File: src/rtl/writeback_stage.sv
// Y86-64 write-back stage: W pipeline register, 15-entry register file,
// status/halt tracking and a saturating retired-instruction counter.
module writeback_stage #(
   parameter int CNT_W = 32
) (
   input  logic             clk,
   input  logic             rst,
   input  logic             W_stall,
   input  logic             W_bubble,
   input  logic [3:0]       M_stat,
   input  logic [3:0]       M_icode,
   input  logic [63:0]      M_valE,
   input  logic [63:0]      m_valM,
   input  logic [3:0]       M_dstE,
   input  logic [3:0]       M_dstM,
   input  logic [3:0]       srcA,
   input  logic [3:0]       srcB,
   output logic [63:0]      valA,
   output logic [63:0]      valB,
   output logic [3:0]       W_stat,
   output logic [3:0]       W_icode,
   output logic [3:0]       W_dstE,
   output logic [3:0]       W_dstM,
   output logic [63:0]      W_valE,
   output logic [63:0]      W_valM,
   output logic [3:0]       stat,
   output logic             halted,
   output logic [CNT_W-1:0] retired
);

   localparam logic [3:0] STAT_AOK = 4'd1;
   localparam logic [3:0] STAT_HLT = 4'd2;
   localparam logic [3:0] STAT_ADR = 4'd3;
   localparam logic [3:0] STAT_INS = 4'd4;
   localparam logic [3:0] I_NOP    = 4'd1;
   localparam logic [3:0] R_NONE   = 4'd15;

   logic [3:0]       stat_q, icode_q, dst_e_q, dst_m_q;
   logic [63:0]      val_e_q, val_m_q;
   logic             valid_q;
   logic             halted_q;
   logic [CNT_W-1:0] retired_q;
   logic [63:0]      rf_q [15];

   logic halt_now, freeze, w_hold, commit_ok, retire_d;

   assign halt_now  = (stat_q == STAT_HLT) || (stat_q == STAT_ADR) || (stat_q == STAT_INS);
   // A faulting instruction stays visible in W, so the tail freezes at the
   // same edge that sets halted.
   assign freeze    = halted_q || halt_now;
   assign w_hold    = freeze || W_stall;
   assign commit_ok = !halted_q && (stat_q == STAT_AOK);
   assign retire_d  = commit_ok && valid_q && !W_stall && (retired_q != {CNT_W{1'b1}});

   always_ff @(posedge clk) begin
      if (rst) begin
         stat_q    <= STAT_AOK;
         icode_q   <= I_NOP;
         dst_e_q   <= R_NONE;
         dst_m_q   <= R_NONE;
         val_e_q   <= '0;
         val_m_q   <= '0;
         valid_q   <= 1'b0;
      end else if (w_hold) begin
         stat_q    <= stat_q;
      end else if (W_bubble) begin
         stat_q    <= STAT_AOK;
         icode_q   <= I_NOP;
         dst_e_q   <= R_NONE;
         dst_m_q   <= R_NONE;
         val_e_q   <= '0;
         val_m_q   <= '0;
         valid_q   <= 1'b0;
      end else begin
         stat_q    <= M_stat;
         icode_q   <= M_icode;
         dst_e_q   <= M_dstE;
         dst_m_q   <= M_dstM;
         val_e_q   <= M_valE;
         val_m_q   <= m_valM;
         valid_q   <= 1'b1;
      end
   end

   always_ff @(posedge clk) begin
      if (rst) begin
         halted_q  <= 1'b0;
         retired_q <= '0;
      end else begin
         if (halt_now)
            halted_q <= 1'b1;
         if (retire_d)
            retired_q <= retired_q + 1'b1;
      end
   end

   // dstM is written after dstE so valM wins on a shared destination.
   always_ff @(posedge clk) begin
      if (rst) begin
         for (int i = 0; i < 15; i++)
            rf_q[i] <= '0;
      end else if (commit_ok) begin
         if (dst_e_q != R_NONE)
            rf_q[dst_e_q] <= val_e_q;
         if (dst_m_q != R_NONE)
            rf_q[dst_m_q] <= val_m_q;
      end
   end

   assign valA    = (srcA != R_NONE) ? rf_q[srcA] : 64'd0;
   assign valB    = (srcB != R_NONE) ? rf_q[srcB] : 64'd0;

   assign W_stat  = stat_q;
   assign W_icode = icode_q;
   assign W_dstE  = dst_e_q;
   assign W_dstM  = dst_m_q;
   assign W_valE  = val_e_q;
   assign W_valM  = val_m_q;
   assign stat    = stat_q;
   assign halted  = halted_q;
   assign retired = retired_q;

endmodule
File: config.mk
export PLATFORM = sky130hd
export DESIGN_NAME = writeback_stage
export DESIGN_NICKNAME = d
export VERILOG_FILES = /design/src/rtl/writeback_stage.sv
export SDC_FILE = /design/constraint.sdc
export NUM_CORES = 2
export LEC_CHECK = 0
export CAP_MARGIN = 10
export CORE_ASPECT_RATIO = 1.25
export CORE_MARGIN = 2
export CORE_UTILIZATION = 60
export DETAILED_ROUTE_END_ITERATION = 8
export PLACE_DENSITY = 0.79
export SYNTH_ARGS = -nofsm -noshare
export SYNTH_HDL_FRONTEND = slang
export SYNTH_SLANG_ARGS = --single-unit
File: constraint.sdc
create_clock -name clk -period 13.7 [get_ports clk]
set_clock_uncertainty 0.15 [all_clocks]
set_input_delay 2.055 -clock clk [delete_from_list [all_inputs] [get_ports clk]]
set_output_delay 2.055 -clock clk [all_outputs]
set_load 0.01 [all_outputs]
==> results.md <==
* Synth warn at 0
* Max-cap violations at 0
* Clock Latency Late Sink at 0.75 ns
* Die width at 299 µm
* Yosys reg bits at 1202
* Fin crit period at 8.34 ns
* Fin. max-slew vios at 0
* Yosys cell types at 59
* Largest net degree at the start of global routing at 99
* Fmax at 0.120 GHz
* PostCTS Resize Cnt at 0
* Area Overhead vs Synth at 13.5%
* DP Worst Slack at 5.39 ns
* DRT Wirelength at 228000 µm
* # clock sinks at 1202
* Critical-path cell list: buf_8 -> buf_4 -> buf_4 -> mux4_2 -> mux4_2 -> nor2b_1 -> clkdlybuf4s50_1
* Remaining DRCs at 0
* Gate power share at 12.0%
* TritonCTS buffer count at 115
* Clock slew seen by the registers of the worst setup and hold paths at 0.06 ns
* GRT Overall Usage at 40.6%
* Total Negative Setup Slacks at 0 ns
* Vias in the first global route at 46.8k
* WL per Instance at 38.6 µm
* Post-synth EDFFs at 1024
* Die Y at 372 µm
* Largest area contributor in the netlist: edfxtp_1
* First-pass GRT wire length at 323000 µm
* Status: completed
* CTS max path bufs at 3
* Vias per cell at 8.00
* NetSw at 0.00216 W
* CP startpoint: srcA[1]
* Synth area leaders: edfxtp_1 (47%), mux4_2 (22%), a22o_1 (13%)
* Final ANT Viol Nets at 0
* Core ar. at 108000 µm²
* Detailed placement HPWL at 120000 µm
* LEAKAGE at 25.0 nW
* Pint at 0.00658 W
* Placer congestion estimate at 0.845
* CTS Root Buffer Type: clkbuf_16
* Slowest CP cell: buf_4
* Syn Area/Cell at 14.9 µm²
* Sequential fraction of design power at 48.9%
* TritonCTS clock tree: built
* Reg2Reg Launch Point: W_stat[3]
* CP endpoint kind: primary output
* Io pins at 465
* Initial DRC count at 8284
* Max H-tree Level at 3
* Post-synth top cells: edfxtp_1 (1024), a22o_1 (960), mux4_2 (640), clkbuf_1 (503), dfxtp_1 (178)
* Total Die Area at 111000 µm²
* Reg2reg end: rf_q[13][48]
* Initial antenna violation count at 12
* Post-synth top area share at 47.2%
* Worst-path fanout max at 93
* Pre-Repair DR Iteration Count at 7
* Slew @ Worst Pin at 1.27 ns
* Clock Power Share at 39.1%
* Placed cells at 5701
* Setup Fix Bufs, Post-CTS at 0
* Std cell rows at 135
* CP required at 11.49 ns
* Initial Utilization at 60.3%
* Layout cells sized above 1 at 22.7%
* Synth Instances at 4380
* Hold Buf Count CTS at 0
* FF-to-FF path depth at 9
* Worst setup path class: primary input to primary output
* Port buffer count at 464
* Worst setup SP type: primary input
* Relative slew slack at 15.3%
* Synth Cell Area at 65200 µm²
* Final WS setup at 5.36 ns
* GRT overflow at 0
* Switching share of power at 24.7%
* Most used DFF post-synth: edfxtp_1
* Hold crit path type: flop to flop
* Final setup violation count at 0
* Period utilisation layout at 60.9%
* Non-filler instance count after layout at 5923
* CP endpoint: valA[33]
* Worst EP arrival at 6.14 ns
* CP max stage delay at 0.93 ns
* Max rail drop VDD at 0.126 mV
* Final Hold Fails at 0
* Cell area power density at 118 nW/µm²
* R2r setup slk at 8.22 ns
* Fin nets at 4537
* RSZ-0062 raised after global routing: false
* Top-count cell post-synth: edfxtp_1
* FFs w/ async S/R, synth at 0%
* Routed via count at 47.4k
* Register area share after synthesis at 52.7%
[layer usage]
layer | part of all wire (%) | GRT usage, % | up-vias | wire (µm)
li1 | - | - | 17900 | -
met1 | 30 | 50.7 | 23300 | 69500
met2 | 45 | 62.2 | 5029 | 103000
met3 | 17 | 13.5 | 1155 | 39100
met4 | 7.2 | 24.1 | 18 | 16400
met5 | 0.053 | 0 | - | 121
[registers in the layout (all words and copies together), names as in the netlist]
name and flops:
valid_q 1, W_dstE 4, W_dstM 4, halted 1, W_valE 64, W_stat 4
rf_q 1024, W_valM 64, retired 32, W_icode 4
[kinds of logic (layout without fill, tap and decap cells)]
logic type                 after synthesis  in the layout  share of synthesized area (%)
DFF                                   1202           1202                           52.7
AOI/OAI and AO/OA                     1166           1166                           14.6
buffers and inverters                  769            808                           4.86
muxes                                  643            643                           22.2
and+or+nand+nor                        586            586                           5.52
xor gates and xnor gates                12             12                          0.161
adders and majority gates                1              1                         0.0192
other                                    1             67                        0.00576
[cell usage in the layout (no fill, tap or decap), types with 13 or more instances in the layout]
cell and n:
clkinv_1 14, clkinv_2 32, bufinv_16 18, nand2_1 147
mux4_2 640, o21ai_4 15, clkbuf_16 119, buf_4 117
a22o_1 960, edfxtp_1 1024, conb_1 64, nor2b_1 133
o21ai_0 15, clkdlybuf4s50_1 454, nor2_1 48, nand3b_1 134
dfxtp_1 178, a21oi_1 150, nor4_4 13, clkbuf_1 18
nand3_1 14
[final cells by class]
class,instances,area [µm²]
Fill cell,7089,34200
Multi-Input combinational cell,2472,28200
Timing Repair Buffer,580,5560
Inverter,9,33.8
Clock inverter,74,851
Antenna cell,3,7.51
Clock buffer,145,3160
Tap cell,1438,1800
Sequential cell,1202,34300
[stage by stage]
| stage | hold slack [ns] | total power [W] | cell area [µm²] | util, % |
|---|---|---|---|---|
| floorplan | 0.324 | 0.00492 | 65400 | - |
| global placement | 0.290 | 0.00534 | 69900 | 64.7 |
| detailed placement | 0.297 | 0.00536 | 69900 | 64.7 |
| CTS | 0.309 | 0.00871 | 73900 | 68.4 |
| global route | 0.334 | 0.00891 | 73900 | 68.4 |
| finish | 0.310 | 0.00874 | 73900 | 68.4 |
[how the worst min path moves through the flow]
stage	slack, ns	from	cells past startpoint	end
finish	0.31	W_icode[3]	2	W_icode[3]
global route	0.33	W_icode[3]	2	W_icode[3]
CTS	0.31	W_icode[3]	2	W_icode[3]
detailed placement	0.30	W_icode[3]	2	W_icode[3]
global placement	0.29	W_icode[1]	2	W_icode[1]
floorplan	0.32	valid_q	2	retired[5]
[worst max-delay path: cells and delay by family]
family	cells	cell delay, ns
simple gates	1	0.16
buf+inv	4	2.87
mux	2	0.96
[power groups by stage]
stage	sequential (W)	combinational (W)	clock, W
2_1_floorplan	0.00426	0.000652	0
3_3_place_gp	0.00433	0.00101	0
3_5_place_dp	0.00434	0.00102	0
4_1_cts	0.00427	0.00102	0.00341
5_1_grt	0.00429	0.00107	0.00354
6_report	0.00428	0.00104	0.00342
Note: power is estimated with default switching activity, not from simulation.
